[src/rtl/mandel_job_scheduler_pkg.sv]
// Shared frame geometry, field widths and scheduler state encoding for the
// Mandelbrot job scheduler slice.
package mandel_pkg;

  localparam int X_SIZE = 640;
  localparam int Y_SIZE = 480;
  localparam int XW     = 10;
  localparam int YW     = 9;
  localparam int IW     = 8;

  typedef enum logic [1:0] {
    IDLE  = 2'd0,
    RUN   = 2'd1,
    DRAIN = 2'd2
  } state_t;

  // Output pixel as carried from retire to the downstream colour-map stage.
  typedef struct packed {
    logic [XW-1:0] x;
    logic [YW-1:0] y;
    logic [IW-1:0] iter;
    logic          sof;
    logic          eol;
  } pix_t;

endpackage

[src/rtl/mandel_job_scheduler_if.sv]
// Job, result and pixel buses between the scheduler (master), the iteration
// engines and the downstream packer (slave side).
interface mandel_job_scheduler_if #(
  parameter int NUM_ENGINES = 4
);
  import mandel_pkg::*;

  logic [NUM_ENGINES-1:0]    job_valid;
  logic [NUM_ENGINES-1:0]    job_ready;
  logic [XW-1:0]             job_x;
  logic [YW-1:0]             job_y;
  logic [IW-1:0]             job_max_iter;

  logic [NUM_ENGINES-1:0]    res_valid;
  logic [NUM_ENGINES-1:0]    res_ready;
  logic [NUM_ENGINES*IW-1:0] res_iter;

  logic                      pix_valid;
  logic                      pix_ready;
  logic [XW-1:0]             pix_x;
  logic [YW-1:0]             pix_y;
  logic [IW-1:0]             pix_iter;
  logic                      pix_sof;
  logic                      pix_eol;

  modport master (
    output job_valid, job_x, job_y, job_max_iter,
    output res_ready,
    output pix_valid, pix_x, pix_y, pix_iter, pix_sof, pix_eol,
    input  job_ready, res_valid, res_iter, pix_ready
  );

  modport slave (
    input  job_valid, job_x, job_y, job_max_iter,
    input  res_ready,
    input  pix_valid, pix_x, pix_y, pix_iter, pix_sof, pix_eol,
    output job_ready, res_valid, res_iter, pix_ready
  );

endinterface

[src/rtl/mandel_job_scheduler_raster_counter.sv]
// Raster-order x/y counter: advances one pixel per adv, wraps x at line end and
// y at frame end; flags first pixel, last pixel of line and last pixel of frame.
module raster_counter #(
  parameter int X_SIZE = mandel_pkg::X_SIZE,
  parameter int Y_SIZE = mandel_pkg::Y_SIZE
) (
  input  logic                     aclk,
  input  logic                     areset,
  input  logic                     clr,
  input  logic                     adv,
  output logic [mandel_pkg::XW-1:0] x,
  output logic [mandel_pkg::YW-1:0] y,
  output logic                     first,
  output logic                     last_x,
  output logic                     last
);
  import mandel_pkg::*;

  assign first  = (x == '0) && (y == '0);
  assign last_x = (x == XW'(X_SIZE - 1));
  assign last   = last_x && (y == YW'(Y_SIZE - 1));

  always_ff @(posedge aclk) begin
    if (areset || clr) begin
      x <= '0;
      y <= '0;
    end else if (adv) begin
      if (last_x) begin
        x <= '0;
        y <= last ? '0 : y + YW'(1);
      end else begin
        x <= x + XW'(1);
      end
    end
  end

endmodule

[src/rtl/mandel_job_scheduler.sv]
// Frame sequencer: round-robin job issue to NUM_ENGINES engines, in-order retire into a
// one-entry output register (1-cycle res->pix, stalls hold it). MANDEL_SCHED_PERF_EN adds perf counters.
module mandel_job_scheduler #(
  parameter int NUM_ENGINES = 4,
  parameter int X_SIZE      = mandel_pkg::X_SIZE,
  parameter int Y_SIZE      = mandel_pkg::Y_SIZE
) (
  input  logic                     aclk,
  input  logic                     areset,
  input  logic                     start,
  input  logic [mandel_pkg::IW-1:0] cfg_max_iter,
  output logic                     busy,
  output logic                     frame_done,
  output logic [31:0]              perf_cycles,
  output logic [31:0]              perf_stalls,
  mandel_job_scheduler_if.master   bus
);
  import mandel_pkg::*;

  localparam int PW = (NUM_ENGINES > 1) ? $clog2(NUM_ENGINES) : 1;
  localparam logic [PW-1:0] LAST_ENG = PW'(NUM_ENGINES - 1);

  state_t                 state_q, state_d;
  logic [PW-1:0]          ip_q, rp_q;
  logic [NUM_ENGINES-1:0] in_flight_q;
  logic [NUM_ENGINES-1:0] ip_onehot, rp_onehot;
  logic [IW-1:0]          max_iter_q;
  logic [IW-1:0]          res_iter_sel;
  pix_t                   pix_q;
  logic                   pix_valid_q;
  logic                   pix_fin_q;
  logic                   frame_done_q;

  logic [XW-1:0] ix, rx;
  logic [YW-1:0] iy, ry;
  logic          iss_first, iss_last_x, iss_last;
  logic          ret_first, ret_last_x, ret_last;
  logic          unused_iss_flags;

  logic start_go, issue_en, issue_fire, out_free, retire_en, retire_fire, pix_take;

  always_comb begin
    ip_onehot        = '0;
    ip_onehot[ip_q]  = 1'b1;
    rp_onehot        = '0;
    rp_onehot[rp_q]  = 1'b1;
    res_iter_sel     = '0;
    for (int k = 0; k < NUM_ENGINES; k++) begin
      if (rp_q == PW'(k)) res_iter_sel = bus.res_iter[k*IW +: IW];
    end
  end

  // Issue looks only at registered in_flight, so a slot freed this cycle re-issues next cycle.
  assign start_go    = (state_q == IDLE) && start;
  assign issue_en    = (state_q == RUN) && !in_flight_q[ip_q];
  assign issue_fire  = issue_en && bus.job_ready[ip_q];
  assign pix_take    = pix_valid_q && bus.pix_ready;
  assign out_free    = !pix_valid_q || bus.pix_ready;
  assign retire_en   = in_flight_q[rp_q] && out_free;
  assign retire_fire = retire_en && bus.res_valid[rp_q];

  assign bus.job_valid    = issue_en ? ip_onehot : '0;
  assign bus.res_ready    = retire_en ? rp_onehot : '0;
  assign bus.job_x        = ix;
  assign bus.job_y        = iy;
  assign bus.job_max_iter = max_iter_q;

  assign bus.pix_valid = pix_valid_q;
  assign bus.pix_x     = pix_q.x;
  assign bus.pix_y     = pix_q.y;
  assign bus.pix_iter  = pix_q.iter;
  assign bus.pix_sof   = pix_q.sof;
  assign bus.pix_eol   = pix_q.eol;

  assign busy       = (state_q != IDLE);
  assign frame_done = frame_done_q;

  assign unused_iss_flags = iss_first | iss_last_x;

  raster_counter #(.X_SIZE(X_SIZE), .Y_SIZE(Y_SIZE)) u_issue_cnt (
    .aclk   (aclk),
    .areset (areset),
    .clr    (start_go),
    .adv    (issue_fire),
    .x      (ix),
    .y      (iy),
    .first  (iss_first),
    .last_x (iss_last_x),
    .last   (iss_last)
  );

  raster_counter #(.X_SIZE(X_SIZE), .Y_SIZE(Y_SIZE)) u_retire_cnt (
    .aclk   (aclk),
    .areset (areset),
    .clr    (start_go),
    .adv    (retire_fire),
    .x      (rx),
    .y      (ry),
    .first  (ret_first),
    .last_x (ret_last_x),
    .last   (ret_last)
  );

  always_comb begin
    state_d = state_q;
    unique case (state_q)
      IDLE:    if (start) state_d = RUN;
      RUN:     if (issue_fire && iss_last) state_d = DRAIN;
      DRAIN:   if (pix_take && pix_fin_q) state_d = IDLE;
      default: state_d = IDLE;
    endcase
  end

  always_ff @(posedge aclk) begin
    if (areset) begin
      state_q      <= IDLE;
      ip_q         <= '0;
      rp_q         <= '0;
      in_flight_q  <= '0;
      max_iter_q   <= '0;
      pix_q        <= '0;
      pix_valid_q  <= 1'b0;
      pix_fin_q    <= 1'b0;
      frame_done_q <= 1'b0;
    end else begin
      state_q      <= state_d;
      frame_done_q <= (state_q == DRAIN) && pix_take && pix_fin_q;

      if (start_go) begin
        ip_q        <= '0;
        rp_q        <= '0;
        in_flight_q <= '0;
        max_iter_q  <= cfg_max_iter;
      end else begin
        if (issue_fire) ip_q <= (ip_q == LAST_ENG) ? '0 : ip_q + PW'(1);
        if (retire_fire) rp_q <= (rp_q == LAST_ENG) ? '0 : rp_q + PW'(1);
        in_flight_q <= (in_flight_q & ~(retire_fire ? rp_onehot : '0))
                     | (issue_fire ? ip_onehot : '0);
      end

      if (retire_fire) begin
        pix_valid_q <= 1'b1;
        pix_q.x     <= rx;
        pix_q.y     <= ry;
        pix_q.iter  <= res_iter_sel;
        pix_q.sof   <= ret_first;
        pix_q.eol   <= ret_last_x;
        pix_fin_q   <= ret_last;
      end else if (bus.pix_ready) begin
        pix_valid_q <= 1'b0;
      end
    end
  end

`ifdef MANDEL_SCHED_PERF_EN
  logic [31:0] perf_cycles_q, perf_stalls_q;

  // The start cycle counts as the first cycle; the frame_done cycle is the last.
  always_ff @(posedge aclk) begin
    if (areset) begin
      perf_cycles_q <= '0;
      perf_stalls_q <= '0;
    end else if (start_go) begin
      perf_cycles_q <= 32'd1;
      perf_stalls_q <= '0;
    end else begin
      if ((state_q != IDLE) || frame_done_q) perf_cycles_q <= perf_cycles_q + 32'd1;
      if (pix_valid_q && !bus.pix_ready)     perf_stalls_q <= perf_stalls_q + 32'd1;
    end
  end

  assign perf_cycles = perf_cycles_q;
  assign perf_stalls = perf_stalls_q;
`else
  assign perf_cycles = 32'd0;
  assign perf_stalls = 32'd0;
`endif

endmodule

[src/flat_wrapper.sv]
// flat-port wrapper written by rule: the top's interface ports become plain ports
module mandel_job_scheduler_flat import mandel_pkg::*;
#(
  parameter int NUM_ENGINES = 4,
  parameter int X_SIZE      = mandel_pkg::X_SIZE,
  parameter int Y_SIZE      = mandel_pkg::Y_SIZE
)
  (aclk, areset, start, cfg_max_iter, busy, frame_done, perf_cycles, perf_stalls, bus_job_valid, bus_job_x, bus_job_y, bus_job_max_iter, bus_res_ready, bus_pix_valid, bus_pix_x, bus_pix_y, bus_pix_iter, bus_pix_sof, bus_pix_eol, bus_job_ready, bus_res_valid, bus_res_iter, bus_pix_ready);
  mandel_job_scheduler_if #(.NUM_ENGINES(NUM_ENGINES)) bus_i ();
  input  logic aclk;
  input  logic areset;
  input  logic start;
  input  logic [mandel_pkg::IW-1:0] cfg_max_iter;
  output logic busy;
  output logic frame_done;
  output logic [31:0] perf_cycles;
  output logic [31:0] perf_stalls;
  output wire logic [$bits(bus_i.job_valid)-1:0] bus_job_valid;
  output wire logic [$bits(bus_i.job_x)-1:0] bus_job_x;
  output wire logic [$bits(bus_i.job_y)-1:0] bus_job_y;
  output wire logic [$bits(bus_i.job_max_iter)-1:0] bus_job_max_iter;
  output wire logic [$bits(bus_i.res_ready)-1:0] bus_res_ready;
  output wire logic [$bits(bus_i.pix_valid)-1:0] bus_pix_valid;
  output wire logic [$bits(bus_i.pix_x)-1:0] bus_pix_x;
  output wire logic [$bits(bus_i.pix_y)-1:0] bus_pix_y;
  output wire logic [$bits(bus_i.pix_iter)-1:0] bus_pix_iter;
  output wire logic [$bits(bus_i.pix_sof)-1:0] bus_pix_sof;
  output wire logic [$bits(bus_i.pix_eol)-1:0] bus_pix_eol;
  input wire logic [$bits(bus_i.job_ready)-1:0] bus_job_ready;
  input wire logic [$bits(bus_i.res_valid)-1:0] bus_res_valid;
  input wire logic [$bits(bus_i.res_iter)-1:0] bus_res_iter;
  input wire logic [$bits(bus_i.pix_ready)-1:0] bus_pix_ready;
  assign bus_job_valid = bus_i.job_valid;
  assign bus_job_x = bus_i.job_x;
  assign bus_job_y = bus_i.job_y;
  assign bus_job_max_iter = bus_i.job_max_iter;
  assign bus_res_ready = bus_i.res_ready;
  assign bus_pix_valid = bus_i.pix_valid;
  assign bus_pix_x = bus_i.pix_x;
  assign bus_pix_y = bus_i.pix_y;
  assign bus_pix_iter = bus_i.pix_iter;
  assign bus_pix_sof = bus_i.pix_sof;
  assign bus_pix_eol = bus_i.pix_eol;
  assign bus_i.job_ready = bus_job_ready;
  assign bus_i.res_valid = bus_res_valid;
  assign bus_i.res_iter = bus_res_iter;
  assign bus_i.pix_ready = bus_pix_ready;
  mandel_job_scheduler #(.NUM_ENGINES(NUM_ENGINES), .X_SIZE(X_SIZE), .Y_SIZE(Y_SIZE)) u_core (.aclk(aclk), .areset(areset), .start(start), .cfg_max_iter(cfg_max_iter), .busy(busy), .frame_done(frame_done), .perf_cycles(perf_cycles), .perf_stalls(perf_stalls), .bus(bus_i));
endmodule
[config.mk]
export PLATFORM = sky130hd
export DESIGN_NAME = mandel_job_scheduler_flat
export DESIGN_NICKNAME = d
export VERILOG_FILES = /design/src/rtl/mandel_job_scheduler_pkg.sv /design/src/rtl/mandel_job_scheduler_if.sv /design/src/rtl/mandel_job_scheduler_raster_counter.sv /design/src/rtl/mandel_job_scheduler.sv /design/src/flat_wrapper.sv
export SDC_FILE = /design/constraint.sdc
export NUM_CORES = 1
export LEC_CHECK = 0
export BUFFER_PORTS_ARGS = -buffer_cell sky130_fd_sc_hd__buf_4
export CORE_MARGIN = 2
export CORE_UTILIZATION = 40
export DETAILED_ROUTE_END_ITERATION = 8
export HOLD_SLACK_MARGIN = 0.05
export MAX_ROUTING_LAYER = met4
export PLACE_DENSITY = 0.75
export SETUP_SLACK_MARGIN = 0.5
export SLEW_MARGIN = 20
export SYNTH_ARGS = -nofsm -noshare
export SYNTH_HDL_FRONTEND = slang
export SYNTH_SLANG_ARGS = --single-unit
[constraint.sdc]
create_clock -name aclk -period 6.21 [get_ports aclk]
set_input_delay 0.3105 -clock aclk [delete_from_list [all_inputs] [get_ports aclk]]
set_output_delay 0.3105 -clock aclk [all_outputs]
set_load 0.005 [all_outputs]
==> results <==
- The post-CTS resize count is 0.
- The die is 113 um wide.
- Dividing the detail-routed wire length by the instance count gives approximately 14 um.
- 0 antenna diodes ended up in the layout.
- TritonCTS built the clock tree.
- The maximum net fanout on the critical path is 62.
- The total of fill cells in the finished design is 1105.
- The count of different cell masters after synthesis is 52.
- The met1 global-route usage is 22.2%.
- Subtracting the final worst setup slack from the clock period gives 2660 ps.
- After synthesis the cells add up to around 0.0047 mm2.
- The proportion of register bits with asynchronous set or reset after synthesis is 0%.
- The slew of the pin with the lowest slew margin is roughly 1100 ps.
- The number of hold violations in the final report came to 0.
- The proportion of layout cells with a drive suffix above 1 is 21.1%.
- Data on the critical path is required at its endpoint by ~6500 ps.
- Summed over all nets, the half-perimeter wirelength after detailed placement is 8520 um.
- After global routing, the most crowded layer is met2.
- The maximum resistive drop on vdd is between 100 and 150 uV.
- For this run, global-route usage on met3 was measured as slightly below 5%.
- The tree is rooted in a sky130_fd_sc_hd__clkbuf_16.
- The core outline area is roughly 0.012 mm2.
- After floorplanning, the core was divided into 39 placement rows.
- The initial antenna violation count came to 0.
- The kind of critical path is flop to flop.
- Summed over all cells, the static leakage comes to between 2 and 2.5 nW.
- In this run the power density over the cells is ~220 mW/mm2.
- In the routed layout, each cell is associated on average with a via count of 5.13.
- The run finished, with violations left.
- The via count of the first global-routing pass is between 4000 and 5000.
- Post-CTS timing repair inserted 0 buffers for setup.
- For this run, the post-layout net count is 762.
- The synthesized design contains 88 register bits.
- Routability-driven placement finished with a final weighted congestion of 0.901.
- Setup repair after global routing left no endpoint under its margin.
- The worst setup path is launched from a flop.
- The max-slew violation count is 0.
- The met2 capacity usage during global routing is a little under a third.
- The path class of the lowest-slack min-delay path is input pin to flop.
- Clock-pin slew was measured on the worst setup and hold paths at approximately 60 ps.
- The final reports fail on DRC.
- The buffer levels on the longest clock path is 2.
- The largest clock skew in the final design is about 8 ps.
- The origin of the worst min-delay path is cfg_max_iter[1].
- The top flip-flop cell by instance count after synthesis is sky130_fd_sc_hd__dfxtp_1.
- The final total negative setup slack is 0 ps.
- The worst slew margin relative to its limit is between 20 and 30%.
- Counting the buffers created by CTS gives 9.
- The H-tree was split into 3 levels.
- The yosys synthesis warning count is 0.
- The maximum frequency from static timing analysis is ~380 MHz.
- The total overflow left after global routing is 0.
- The count of vias placed by the detailed router is about 4300.
- For this run, the total global-route usage over all layers was measured as roughly a fifth.
- The startpoint identified for the worst register-to-register timing path is u_core.rp_q[1].
- The final core utilization is between 50 and 60%.
- The post-synthesis cell count is 599.
- The worst setup path is captured at a flop.
- Relative to the synthesized area, the layout overhead comes to 21.4%.
- The first detailed-routing pass took 9 iterations.
- The floorplan step set the die height to between 100 and 150 um.
- The number of violations of the max-capacitance limit is 0.
- Tracing the worst setup path back leads to its startpoint at u_core.rp_q[1].
- The port buffer count is between 100 and 150.
- Summed over all instances, the cell type with the most area after synthesis is sky130_fd_sc_hd__dfxtp_1.
- The initial utilization of the core area, before any placement, comes to 41.2%.
- Setup violations remaining at the end of the flow were counted as 0.
- The portion of the post-synthesis area used by sequential elements is between 30% and 40%.
- Entering global routing, the biggest net connects 63 pins.
- The number of synthesized flops with an enable pin is 0.
- Sorting the synthesized cells by area gives the leading types as sky130_fd_sc_hd__dfxtp_1 37%, sky130_fd_sc_hd__buf_4 10%, sky130_fd_sc_hd__nand2_1 7.8%, sky130_fd_sc_hd__a21oi_1 6.8%, sky130_fd_sc_hd__ha_1 3.7%.
- In this run the biggest area consumer among cell types represents between 30% and 40% of the synthesized area.
- Summed over all layers, the routed wires come to roughly 12000 um.
- The number of buffers inserted by hold repair at cts is 0.
- The total number of clock tree sinks is 88.
- roughly 180 I/O pins were placed.
- The worst endpoint data arrival time is around 2900 ps.
- The die covers 0.0128 mm2.
- The worst path uses around 43% of the clock period.
- The first global-routing pass estimated between 15000 and 20000 um of wire.
- Averaged over all synthesized cells, the footprint is just under 8 um2.
- For this run, design rule violations remaining after detail routing come to 5.
- The initial DRC count is between 150 and 200.
- For the worst-skew pair, the clock arrives at the later sink with an insertion delay of 340 ps.
- The count of nets left with antenna violations after detail routing is 0.
kinds of logic after synthesis:
family / after synthesis / synth area share (%)
xor gates and xnor gates: 14 / 2.58
adders and majority gates: 14 / 3.69
buffers and inverters: 111 / 14.1
AOI/OAI and AO/OA: 125 / 15.8
other: 1 / 0.0790
muxes: 12 / 2.69
and+or+nand+nor: 234 / 24.0
DFF: 88 / 37.1
worst paths after layout:
path / to / slack (ps) / cells past startpoint
setup / recovery: u_core.u_retire_cnt.x[7] / 3550 / 5
hold / removal: u_core.bus.job_max_iter[1] / 220 / 3
setup reg to reg: u_core.u_retire_cnt.x[7] / 3550 / 5
hold reg to reg: u_core.bus.pix_y[1] / 460 / 2
final cells by class:
cell class	count	area, um2	area share (%)
Clock buffer	10	229	3.97
Clock inverter	5	81.3	1.41
Inverter	15	56.3	0.977
Multi-Input combinational cell	463	2560	44.5
Sequential cell	88	1760	30.6
Tap cell	143	179	3.10
Timing Repair Buffer	119	893	15.5
metal layers:
layer  vias to the layer above  part of all wire (%)
met5                         -                     0
met4                         0                   1.1
met3                        14                   6.8
met2                       144                    50
met1                      2007                    42
li1                       2159                     -
state kept, by name (all words and copies together) (netlist names):
signal                   flops
u_core.bus.pix_x            10
u_core.in_flight_q           4
u_core.ip_q                  2
u_core.bus.pix_iter          8
u_core.rp_q                  2
u_core.u_retire_cnt.y        9
u_core.state_q               2
u_core.bus.pix_y             9
u_core.bus.pix_sof           1
u_core.bus.job_max_iter      8
u_core.u_retire_cnt.x       10
u_core.bus.pix_valid         1
u_core.pix_fin_q             1
u_core.bus.pix_eol           1
u_core.frame_done            1
u_core.u_issue_cnt.x        10
u_core.u_issue_cnt.y         9
through the flow:
stage,instance area [um2],instances,hold WS [ps],setup WS [ps],power (mW)
after floorplan,4990,662,437,4080,0.673
after global placement,5450,828,446,3710,0.689
after detailed placement,5450,828,451,3540,0.690
after CTS,5760,843,218,3540,1.26
after global routing,5760,843,229,3300,1.30
final,5760,843,221,3550,1.25
cell usage after synthesis (all sizes together), types with 2 or more instances:
master and instances:
mux2 6, inv 14, nor4 9, or3 7
or4 12, nor2b 3, o211ai 6, nand3 20
o21a 6, or2 2, and3 2, a2111oi 4
a211oi 2, buf 71, nor3 14, a221oi 8
and2 7, clkbuf 25, nor4b 4, nand4 7
o21ai 18, a31o 2, nor2 36, nand2 99
ha 14, a21oi 65, dfxtp 88, nor3b 2
nand3b 2, mux2i 6, o31ai 8, and4 3
a31oi 2, xnor2 13
power by group:
| group | leakage [nW] | switching, mW | internal, mW | total, mW |
|---|---|---|---|---|
| Clock | 0.149 | 0.219 | 0.351 | 0.570 |
| Combinational | 1.40 | 0.0571 | 0.0442 | 0.101 |
| Sequential | 0.711 | 0.00553 | 0.571 | 0.577 |
| Total | 2.26 | 0.281 | 0.967 | 1.25 |
layout by cell type, fill, tap and decap left out, types with 9 or more instances in the layout:
cell type and count:
sky130_fd_sc_hd__ha_1 14, sky130_fd_sc_hd__o21ai_0 17, sky130_fd_sc_hd__or4_1 12, sky130_fd_sc_hd__nand2_1 99, sky130_fd_sc_hd__conb_1 64, sky130_fd_sc_hd__nor2_1 36, sky130_fd_sc_hd__a21oi_1 64, sky130_fd_sc_hd__inv_1 14
sky130_fd_sc_hd__buf_4 119, sky130_fd_sc_hd__nor3_1 14, sky130_fd_sc_hd__xnor2_1 13, sky130_fd_sc_hd__dfxtp_1 88, sky130_fd_sc_hd__nand3_1 20, sky130_fd_sc_hd__clkbuf_16 9
critical path, cell delays in order, from the launching register on:
cell and delay (ps):
sky130_fd_sc_hd__dfxtp_1 500, sky130_fd_sc_hd__mux2_2 370, sky130_fd_sc_hd__nand3_1 210, sky130_fd_sc_hd__a21o_2 840, sky130_fd_sc_hd__o21ai_0 410, sky130_fd_sc_hd__a21oi_1 240
Power figures use the tool's default switching activity.
